===== config.mk =====
export PLATFORM = sky130hd
export DESIGN_NAME = phase_scheduler
export DESIGN_NICKNAME = d
export VERILOG_FILES = /design/src/rtl/phase_scheduler_pkg.sv /design/src/rtl/phase_scheduler_rr_arbiter.sv /design/src/rtl/phase_scheduler.sv
export SDC_FILE = /design/constraint.sdc
export NUM_CORES = 1
export LEC_CHECK = 0
export ABC_AREA = 1
export CORE_ASPECT_RATIO = 1.25
export CORE_UTILIZATION = 45
export CTS_CLUSTER_SIZE = 25
export DETAILED_ROUTE_END_ITERATION = 10
export GPL_TIMING_DRIVEN = 1
export HOLD_SLACK_MARGIN = 0.02
export PLACE_DENSITY = 0.76
export SETUP_SLACK_MARGIN = 0.15
export SYNTH_ARGS = -nofsm -noshare
export SYNTH_HDL_FRONTEND = slang
export SYNTH_HIERARCHICAL = 1
export SYNTH_SLANG_ARGS = --single-unit

===== constraint.sdc =====
create_clock -name clock -period 1.7 [get_ports clock]
set_clock_uncertainty 0.1 [all_clocks]
set_input_delay 0.255 -clock clock [delete_from_list [all_inputs] [get_ports clock]]
set_output_delay 0.255 -clock clock [all_outputs]
set_load 0.05 [all_outputs]

===== src/rtl/phase_scheduler_pkg.sv =====
// phase_scheduler_pkg: shared FSM encoding and 9.10-format angle constants
package phase_scheduler_pkg;
    typedef enum logic [2:0] {S_IDLE, S_START, S_ARM, S_WAIT, S_DONE} state_t;
    localparam int ANGLE_180 = 184320;
    localparam int ANGLE_90 = 92160;
endpackage


===== src/rtl/phase_scheduler_rr_arbiter.sv =====
// rr_arbiter: combinational round-robin pick starting one past the last grant
module rr_arbiter #(
    parameter int NCH = 4,
    parameter int CHW = 2
) (
    input  logic [NCH-1:0] pend,
    input  logic [CHW-1:0] last,
    output logic [CHW-1:0] grant,
    output logic           any
);
    // walk offsets from farthest to nearest so the nearest pending channel wins
    always_comb begin
        int j;
        j = 0;
        grant = '0;
        any = 1'b0;
        for (int i = NCH; i >= 1; i--) begin
            j = int'(last) + i;
            j = (j >= NCH) ? j - NCH : j;
            if (pend[j[CHW-1:0]]) begin
                grant = j[CHW-1:0];
                any = 1'b1;
            end
        end
    end
endmodule


===== src/rtl/phase_scheduler.sv =====
// phase_scheduler: round-robin sharing of one phasecalc engine among NCH channels
module phase_scheduler #(
    parameter int NCH = 4,
    parameter int CHW = 2,
    parameter int INSIZE = 13,
    parameter int OUTSIZE = 19
) (
    input  logic                  clock,
    input  logic                  reset,
    input  logic [NCH-1:0]        in_valid,
    input  logic [NCH*INSIZE-1:0] in_x,
    input  logic [NCH*INSIZE-1:0] in_y,
    output logic                  out_valid,
    output logic [CHW-1:0]        out_chan,
    output logic [OUTSIZE-1:0]    out_angle,
    output logic [NCH-1:0]        overrun,
    output logic                  pc_start,
    output logic [INSIZE-1:0]     pc_x,
    output logic [INSIZE-1:0]     pc_y,
    input  logic                  pc_busy,
    input  logic [OUTSIZE-1:0]    pc_angle
);
    import phase_scheduler_pkg::*;

    state_t state, state_n;
    logic [NCH-1:0] pend, disp;
    logic [INSIZE-1:0] slot_x [NCH];
    logic [INSIZE-1:0] slot_y [NCH];
    logic [CHW-1:0] last_grant, grant, cur_chan;
    logic any, take;

    rr_arbiter #(.NCH(NCH), .CHW(CHW)) u_arb (
        .pend(pend),
        .last(last_grant),
        .grant(grant),
        .any(any)
    );

    assign take = any && (state == S_IDLE || state == S_DONE);
    assign disp = take ? NCH'(1) << grant : '0;
    assign pc_start = state == S_START;
    assign out_valid = state == S_DONE;

    // pending slots: newest sample wins; overrun only when the old one was never dispatched
    always_ff @(posedge clock) begin
        if (reset) begin
            pend <= '0;
            overrun <= '0;
            for (int k = 0; k < NCH; k++) begin
                slot_x[k] <= '0;
                slot_y[k] <= '0;
            end
        end else begin
            for (int k = 0; k < NCH; k++) begin
                if (in_valid[k]) begin
                    slot_x[k] <= in_x[k*INSIZE +: INSIZE];
                    slot_y[k] <= in_y[k*INSIZE +: INSIZE];
                    pend[k] <= 1'b1;
                    if (pend[k] && !disp[k]) overrun[k] <= 1'b1;
                end else if (disp[k]) begin
                    pend[k] <= 1'b0;
                end
            end
        end
    end

    // state register
    always_ff @(posedge clock) begin
        state <= reset ? S_IDLE : state_n;
    end

    // next state: ARM skips one cycle so the engine's registered busy is seen in WAIT
    always_comb begin
        state_n = state;
        case (state)
            S_IDLE:  state_n = any ? S_START : S_IDLE;
            S_START: state_n = S_ARM;
            S_ARM:   state_n = S_WAIT;
            S_WAIT:  state_n = pc_busy ? S_WAIT : S_DONE;
            S_DONE:  state_n = any ? S_START : S_IDLE;
            default: state_n = S_IDLE;
        endcase
    end

    // grant capture into engine operands and result capture when busy falls
    always_ff @(posedge clock) begin
        if (reset) begin
            last_grant <= CHW'(NCH-1);
            cur_chan <= '0;
            pc_x <= '0;
            pc_y <= '0;
            out_chan <= '0;
            out_angle <= '0;
        end else begin
            if (take) begin
                last_grant <= grant;
                cur_chan <= grant;
                pc_x <= slot_x[grant];
                pc_y <= slot_y[grant];
            end
            if (state == S_WAIT && !pc_busy) begin
                out_angle <= pc_angle;
                out_chan <= cur_chan;
            end
        end
    end
endmodule

==> results.toml, run 1 <==
[global_routing]
use_met2 = 0.450
grt-busiest-layer = "met2"
gr-usage-met3 = 0.0648
grt_pass1_wl_um = 35200
track_usage = 0.272
met1_usage = 0.317
antenna_found_initial = 0
grt_max_degree = 28
grt_pass1_vias = 6658
gr-total-overflow = 0

[worst_setup_path]
r2r-end = "pc_x[2]"
worstReg2RegStart = "last_grant[0]"
cp-start-kind = "register"
reg2regPathDepth = 14
criticalPathCategory = "reg2reg"
cp_max_fo = 6
cp-end-kind = "register"
worstPathRequired_ns = 1.97
critical_path_arrival_ns = 2.53
reg2reg_slack_ns = -0.56

[clock_tree]
cts_buffers = 17
cts_tree = "yes"
clk_pin_slew_worst_paths_ns = 0.07
cts.htree.levels = 4
max-clock-path-buffers = 2
cts-root-buf = "clkbuf_16"
clk_latency_ns = 0.45
clock-sinks = 166

[sta]
hold_viol = 0
fin_hold_ws_ns = 0.350
finalMaxSlewViolations = 0
fin_ws_ns = -0.564
fin_crit_ns = 2.26
fmax_ghz = 0.442
tightest_slew_ns = 0.338
slew-limit-headroom = 0.774
rsz0062_at_grt = "yes"
fin_crit_sh = 1.33
final-setup-viol-count = 39

[min_path]
min_path_type = "in2reg"
min_from = "pc_busy"
hold-path-endpoint = "state[2]"
hold_path_depth = 2

[routing]
routed_wirelength_um = 25000
ant_nets = 0
route.detailed.drc = 0
wire_per_inst_um = 18.1
vias = 7184
dr.pass1.iters = 7
drt-vias-per-instance = 5.21
drt_iter0_markers = 523

[power_and_ir_drop]
power.density_nw_per_um2 = 2000
vdd_ir_drop_max_v = 0.00108
p_leak_nw = 5.52
p_total_mw = 23.3

[floorplan]
top_level_ports = 183
die_w_um = 118
rows = 52
fp.dieH_um = 147
core_area_um2 = 16300
die-area_um2 = 17400
start_util = 0.466

[final_layout]
finish.net_count = 1281
syn_to_final_growth_pct = 53.6
final_util = 0.715
diodes = 0
n_fill_cell = 1118
layout-drive-gt1-share = 0.281

[yosys]
synthCells = 919
yosys.area.top_type_share = 0.411
yosys_most_used_dff = "edfxtp_1"
synthTopCellsByArea = "edfxtp_1 (41%), dfxtp_1 (16%), nor2_1 (10%), nand2_1 (9.6%), nand3_1 (7.3%)"
synth.most_common_cell = "nor2_1"
avgSynthCellArea_um2 = 8.28
async_flop_share = 0
ys_seq_elements = 166
yosysUniqueCellTypes = 23
synth_edf_count = 104
yosys-top-cells-count = "nor2_1 (211), nand2_1 (194), inv_1 (147)"
synth_area_um2 = 7610
yosysTopAreaCell = "edfxtp_1"
ys_seq_area_frac = 0.574
syn_nets = 1049
yosysWarnings = 6

[placed_design]
gp_congestion = 0.960
io_buffers = 182
hpwlAfterDp_um = 15300

[flow_run]
drv_cap = 0

[status]
violations = "negative setup slack"
outcome = "complete, but fails checks"
[power breakdown]
group / internal, mW / leakage [nW] / switching, mW
sequential: 4.93 / 1.63 / 0.469
combinational: 5.75 / 3.61 / 8.17
clock: 2.31 / 0.280 / 1.67
total: 13.0 / 5.52 / 10.3
[critical path, stage by stage (launching register included)]
cell and delay (ns):
dfxtp_4 0.38, buf_6 0.14, o21ai_4 0.21, nand2_2 0.10, nand2_2 0.10, nand2_4 0.06, nand3_4 0.11, nand2_8 0.08
buf_8 0.15, nor2_8 0.20, clkbuf_16 0.20, nand2_1 0.07, nand2_1 0.09, nor2_1 0.07, nor2_1 0.13
[metrics by stage]
stage               setup WS, ns  std cells  cell area [um^2]  setup TNS, ns
finish                    -0.564       1380             11700         -16.17
global route              -0.586       1380             11700         -18.00
CTS                       -0.273       1373             11200          -8.73
detailed placement        -0.462       1319              9930         -13.41
global placement          -0.397       1319              9930         -11.92
floorplan                -0.0126        919              7680         -0.246
[placed cells by master (no fill, tap or decap), types with 3 or more instances in the layout]
cell,Yosys,routed
nor2_1,211,192
clkdlybuf4s50_1,0,129
buf_4,4,82
dfxtp_4,0,3
inv_1,147,141
buf_16,0,4
nand3_2,0,46
inv_6,0,4
inv_4,1,3
inv_2,6,10
nand2_2,5,44
buf_8,0,4
nand3b_1,21,21
bufinv_16,0,3
nor2_2,2,15
nand3_1,111,58
clkbuf_16,0,20
nand2_4,0,21
dfxtp_1,62,57
nor2_4,2,8
edfxtp_1,104,104
buf_12,0,24
nand2_1,194,133
clkinvlp_4,0,5
nand3_4,0,7
buf_6,10,9
[worst max-delay path by stage]
stage | endpoint | from | cells after the start
floorplan | pc_x[2] | last_grant[0] | 17
global placement | pc_x[6] | last_grant[0] | 14
detailed placement | pc_x[6] | last_grant[0] | 14
CTS | pc_y[12] | last_grant[0] | 15
global route | pc_x[2] | last_grant[0] | 15
finish | pc_x[2] | last_grant[0] | 14
[final cells by class]
class                      instances  area [um^2]  share of cell area
tap                              216          270              0.0231
clock buffer                      17          425              0.0364
clock inverter                    15          176              0.0151
inverter                         156          613              0.0525
multi-input combinational        552         3030               0.260
timing repair inverter             2         20.0             0.00171
timing repair buffer             256         2770               0.237
sequential                       166         4380               0.375
[what timing repair did]
| action | CTS | global route |
|---|---|---|
| resized for setup | 106 | 94 |
| endpoints found under the setup margin | 41 | 41 |
| hold buffers | 0 | 0 |
| pin swaps | 40 | 46 |
| buffers inserted | 15 | 4 |
| gates cloned | 7 | 3 |
[logic make-up after synthesis]
group,share of synthesized area
and+or+nand+nor,0.307
AOI/OAI and AO/OA,0.00247
DFF,0.574
buffers and inverters,0.117
[registers in the layout, indices dropped and copies added (netlist names)]
name / flops
cur_chan: 2
last_grant: 2
out_angle: 19
out_chan: 2
overrun: 4
pc_x: 13
pc_y: 13
pend: 4
slot_x: 52
slot_y: 52
state: 3
[layer usage]
metal | wire length [um] | part of all wire
met1 | 8790 | 0.35
met2 | 12100 | 0.49
met3 | 2340 | 0.094
met4 | 1730 | 0.069
met5 | 0 | 0
Note: power is estimated with default switching activity, not from simulation.
==> run 2: changes to the inputs <==
--- a/config.mk
+++ b/config.mk
@@ -7,12 +7,11 @@
 export LEC_CHECK = 0
 export ABC_AREA = 1
 export CORE_ASPECT_RATIO = 1.25
-export CORE_UTILIZATION = 45
+export CORE_UTILIZATION = 35
 export CTS_CLUSTER_SIZE = 25
 export DETAILED_ROUTE_END_ITERATION = 10
 export GPL_TIMING_DRIVEN = 1
 export HOLD_SLACK_MARGIN = 0.02
-export PLACE_DENSITY = 0.76
 export SETUP_SLACK_MARGIN = 0.15
 export SYNTH_ARGS = -nofsm -noshare
 export SYNTH_HDL_FRONTEND = slang
==> constraint.sdc (replaced) <==
create_clock -name clock -period 2.9 [get_ports clock]
set_clock_uncertainty 0.1 [all_clocks]
set_input_delay 0.435 -clock clock [delete_from_list [all_inputs] [get_ports clock]]
set_output_delay 0.435 -clock clock [all_outputs]
set_load 0.05 [all_outputs]
==> run 2 against run 1 <==
Effect of this change:
- the run now ends clean
- wire length fell by 18%
- sequential power fell by 43%
- sequential cell count did not move
- global-route usage fell by 8.4 points
- register-to-register slack improved by 1.1 ns
- critical path depth fell by 10
- clock power fell by 46%
==> results.toml, run 2 (synthesis gave the netlist of run 1 again) <==
[clock_tree]
cts_hold_buf = 0
cts_buffers = 17
clk_pin_slew_worst_paths_ns = 0.06
cts.htree.levels = 4
cts_tree = "yes"
clock-sinks = 166
clk_latency_ns = 0.43
cts_setup_buffers = 0
max-clock-path-buffers = 2
cts-root-buf = "clkbuf_16"
cts_resized = 0

[routing]
met2_length_um = 9830
routed_wirelength_um = 20400
wl_met3_um = 1040
route.detailed.drc = 0
dr.max_layer_used = "met4"
drt_iter0_markers = 380
ant_nets = 0
wl_met1_um = 8890
dr.pass1.iters = 7
wire_per_inst_um = 14.8
vias = 6137
drt-vias-per-instance = 4.46

[final_layout]
n_fill_cell = 2107
diodes = 0
final_cells = 1377
top_regs = "slot_x x52, slot_y x52, out_angle x19"
multiInputGateArea_um2 = 2360
seqCellArea_um2 = 4370
layout-drive-gt1-share = 0.0617
syn_to_final_growth_pct = 33.6
final_util = 0.483
final_cell_area_um2 = 10200
layout_common_cells = "nor2_1 (211), nand2_1 (192), clkdlybuf4s50_1 (182)"
layout_commonest_cell = "nor2_1"
finish.net_count = 1220

[sta]
slew-limit-headroom = 0.537
fin_ws_ns = 0.472
tightest_slew_ns = 0.693
hold_viol = 0
fin_crit_ns = 2.43
finalMaxSlewViolations = 0
fin_hold_ws_ns = 0.349
setup_tns_ns = 0
fmax_ghz = 0.412
rsz0062_at_grt = "no"
fin_crit_sh = 0.837
final-setup-viol-count = 0

[global_routing]
grt_pass1_wl_um = 31700
grt_max_degree = 50
gr-total-overflow = 0
antenna_found_initial = 0
grt_pass1_vias = 5950
track_usage = 0.189

[worst_setup_path]
slowest_stage = "clkdlybuf4s50_1"
path_buf_inv = 2
criticalPathCategory = "reg2out"
crit_family = "buffers and inverters"
cp_slowest_stage_delay_ns = 0.82
critical_path_arrival_ns = 1.89
crit_chain = "inv_1 > nand2_2 > nor2_1 > clkdlybuf4s50_1"
cp-end-kind = "output port"
cp_max_fo = 4
cp-start-kind = "register"
worstPathRequired_ns = 2.37

[min_path]
min_path_type = "reg2reg"

[placed_design]
gp_congestion = 0.826
hpwlAfterDp_um = 15000
dp.cells = 1345
dpl_cell_area_um2 = 9610
io_buffers = 182
dp_slack_ns = 0.394

[floorplan]
die-area_um2 = 22300
fp.dieH_um = 167
top_level_ports = 183
start_util = 0.362
die_w_um = 134
rows = 59
core_area_um2 = 21000

[power_and_ir_drop]
p_total_mw = 9.70
vdd_ir_drop_max_v = 0.000570
p_leak_nw = 4.60
power.density_nw_per_um2 = 954

[status]
outcome = "complete, no violations"

[flow_run]
drv_cap = 0
## run 2: cell types whose count changed in the layout (fill, tap and decap cells not counted), moves of 19 or more
| cell | before | now |
|---|---|---|
| nand3_1 | 58 | 111 |
| nand2_4 | 21 | 0 |
| nand2_2 | 44 | 7 |
| clkdlybuf4s50_1 | 129 | 182 |
| nand3_2 | 46 | 0 |
| buf_12 | 24 | 1 |
| nor2_1 | 192 | 211 |
| buf_4 | 82 | 14 |
| nand2_1 | 133 | 192 |
## run 2: worst paths after layout
check	start	endpoint	slack [ns]	cells after the start
setup / recovery	state[1]	out_valid	0.47	4
setup reg to reg	last_grant[0]	overrun[3]	0.53	13
hold reg to reg	overrun[3]	overrun[3]	0.35	2
hold / removal	overrun[3]	overrun[3]	0.35	2
## run 2: layout make-up
| cell class | instances | area share |
|---|---|---|
| clock buffers | 18 | 0.0422 |
| multi-input cells | 552 | 0.232 |
| well taps | 274 | 0.0337 |
| inverters | 156 | 0.0586 |
| flip-flops and latches | 166 | 0.430 |
| repair buffers | 197 | 0.192 |
| clock inverters | 14 | 0.0124 |
## run 2: report_power, final
part           total [mW]  internal, mW  switching, mW  leakage, nW
clock network        2.14          1.19          0.954        0.266
logic                4.47          1.37           3.10         2.71
registers            3.08          2.88          0.206         1.63
## run 2: worst register-to-register path, delay by kind of cell, from the launching register on
kind	cells	cell delay, ns
buf+inv	3	0.59
flops	1	0.46
simple gates	10	1.11
## run 2: layer usage
metal  vias to the layer above  global-route usage
met4                         0              0.0889
met2                       186               0.316
li1                       3170                   -
met3                        38              0.0320
met5                         -                   0
met1                      2743               0.235
==> run 3: changes to the inputs <==
==> constraint.sdc (replaced) <==
create_clock -name clock -period 2.05 [get_ports clock]
set_clock_uncertainty 0.1 [all_clocks]
set_input_delay 0.3075 -clock clock [delete_from_list [all_inputs] [get_ports clock]]
set_output_delay 0.3075 -clock clock [all_outputs]
set_load 0.05 [all_outputs]
==> run 3 against run 2 <==
Effect of this change:
- the flow now finishes with violations (negative setup slack)
- critical path depth grew 11
- hold slack worse by 0.00084 ns
- register-to-register slack worse by 0.54 ns
- via count up 4.2%
- cell area rose by 7.5%
- cell count rose by 2.0%
- total power grew 66%
- wire length rose by 4.8%
- setup slack lost 0.48 ns
- largest cell class unchanged
- largest power group unchanged
==> results.toml, run 3 (synthesis gave the netlist of run 1 again) <==
[status]
outcome = "complete, but fails checks"
violations = "negative setup slack"

[worst_setup_path]
critical_path_arrival_ns = 2.28
cp-start-kind = "register"
worstReg2RegStart = "last_grant[0]"
crit_start = "last_grant[0]"
cp_slowest_stage_delay_ns = 0.37
reg2regPathDepth = 15
cp-end-kind = "register"
r2r-end = "overrun[0]"
path_common_cell = "nand2_1"
endpoint = "overrun[0]"
slowest_stage = "dfxtp_4"
cp_max_fo = 7
criticalPathCategory = "reg2reg"
reg2reg_slack_ns = -0.01
worstPathRequired_ns = 2.27
crit_chain = "buf_12 > inv_8 > nand2_2 > nand2_2 > nand2_2 > nand2_1 > nand2_1 > nand3_2 > nand2_4 > buf_12 > nor2_8 > buf_4 > nand2_1 > nand3_2 > nand2_1"

[routing]
vias = 6392
wire_per_inst_um = 15.3
drt-vias-per-instance = 4.55
dr.pass1.iters = 5
dr.max_layer_used = "met4"
route.detailed.drc = 0
routed_wirelength_um = 21400
wl_met3_um = 1220
ant_nets = 0
drt_iter0_markers = 369
met2_length_um = 10600
wl_met1_um = 8880

[clock_tree]
cts_hold_buf = 0
cts_buffers = 17
max-clock-path-buffers = 2
clock-sinks = 166
clk_pin_slew_worst_paths_ns = 0.06
cts-root-buf = "clkbuf_16"
cts.htree.levels = 4
cts_tree = "yes"
clk_latency_ns = 0.43

[floorplan]
die-area_um2 = 22300
top_level_ports = 183
die_w_um = 134
core_area_um2 = 21000
rows = 59
start_util = 0.362
fp.dieH_um = 167

[global_routing]
grt_max_degree = 50
gr-total-overflow = 0
grt_pass1_vias = 6141
grt_pass1_wl_um = 33100
track_usage = 0.197
antenna_found_initial = 0

[min_path]
min_path_type = "reg2reg"
hold_path_depth = 2

[sta]
tightest_slew_ns = 0.570
rsz0062_at_grt = "yes"
fin_ws_ns = -0.0112
hold_viol = 0
fin_crit_sh = 1.01
finalMaxSlewViolations = 0
slew-limit-headroom = 0.622
fmax_ghz = 0.485
fin_hold_ws_ns = 0.348
final-setup-viol-count = 5
fin_crit_ns = 2.06

[power_and_ir_drop]
p_sw_mw = 6.73
p_int_mw = 9.37
p_leak_nw = 5.23
pwr-share-seq = 0.272
p_total_mw = 16.1
sw_frac_of_total = 0.418
power.density_nw_per_um2 = 1470
vdd_ir_drop_max_v = 0.000901
p_comb_frac = 0.537
power_frac_clock = 0.191

[flow_run]
drv_cap = 0

[placed_design]
gp_congestion = 0.832
io_buffers = 182
hpwlAfterDp_um = 15200
dpl_cell_area_um2 = 9860

[final_layout]
layout-drive-gt1-share = 0.146
layout_common_cells = "nor2_1 (202), nand2_1 (173), inv_1 (146)"
top_regs = "slot_x x52, slot_y x52, out_angle x19"
syn_to_final_growth_pct = 43.6
finish.net_count = 1247
layout_commonest_cell = "nor2_1"
diodes = 0
final_cell_area_um2 = 10900
## run 3: cell types whose count changed in the layout (fill, tap and decap cells not counted), sizes merged
cell	change
bufinv	+1
inv	-3
bufbuf	+4
clkinv	+3
buf	+27
clkdlybuf4s50	-53
clkbuf	+1
clkinvlp	-1
dlygate4sd2	+48
## run 3: routing by layer
metal  vias to the layer above  global-route usage
li1                       3224                   -
met1                      2901               0.242
met2                       230               0.338
met3                        37              0.0338
met4                         0              0.0830
met5                         -                   0
## run 3: timing repair
action / CTS / global route
gates cloned: 6 / 1
endpoints found under the hold margin: 0 / 0
setup buffers: 2 / 2
pin swaps: 13 / 26
resized for setup: 103 / 33
setup endpoints to repair: 76 / 34
## run 3: worst min-delay path by stage
stage               startpoint          to  slack [ns]
finish              overrun[0]  overrun[0]        0.35
global route        overrun[0]  overrun[0]        0.36
CTS                 overrun[0]  overrun[0]        0.35
detailed placement  overrun[0]  overrun[0]        0.34
global placement    overrun[3]  overrun[3]        0.34
floorplan              pc_busy    state[2]        0.29
## run 3: through the flow
step                instances  setup slack [ns]  utilization  TNS [ns]
floorplan                 919             0.188            -         0
global placement         1361            0.0486        0.469         0
detailed placement       1361            0.0282        0.469         0
CTS                      1401            0.0411        0.511         0
global route             1404            -0.102        0.519     -1.57
finish                   1404           -0.0112        0.519   -0.0321
## run 3: cell type report
type | count | area (um^2)
Clock buffer | 18 | 429
Clock inverter | 14 | 135
Fill cell | 1991 | 10100
Inverter | 156 | 601
Multi-Input combinational cell | 552 | 2660
Sequential cell | 166 | 4370
Tap cell | 274 | 343
Timing Repair Buffer | 224 | 2380
## run 3: critical path, delay by kind of cell (launching register included)
kind / cells / cell delay, ns
and+or+nand+nor: 11 / 0.96
DFF: 1 / 0.37
buffers and inverters: 4 / 0.53
## run 3: power by group through the flow
| stage | Sequential (mW) | Combinational [mW] | Clock [mW] |
|---|---|---|---|
| floorplan | 5.13 | 4.08 | 0 |
| global placement | 4.41 | 6.90 | 0 |
| detailed placement | 4.42 | 6.94 | 0 |
| CTS | 4.37 | 8.09 | 3.14 |
| global route | 4.42 | 9.33 | 3.28 |
| finish | 4.38 | 8.65 | 3.07 |
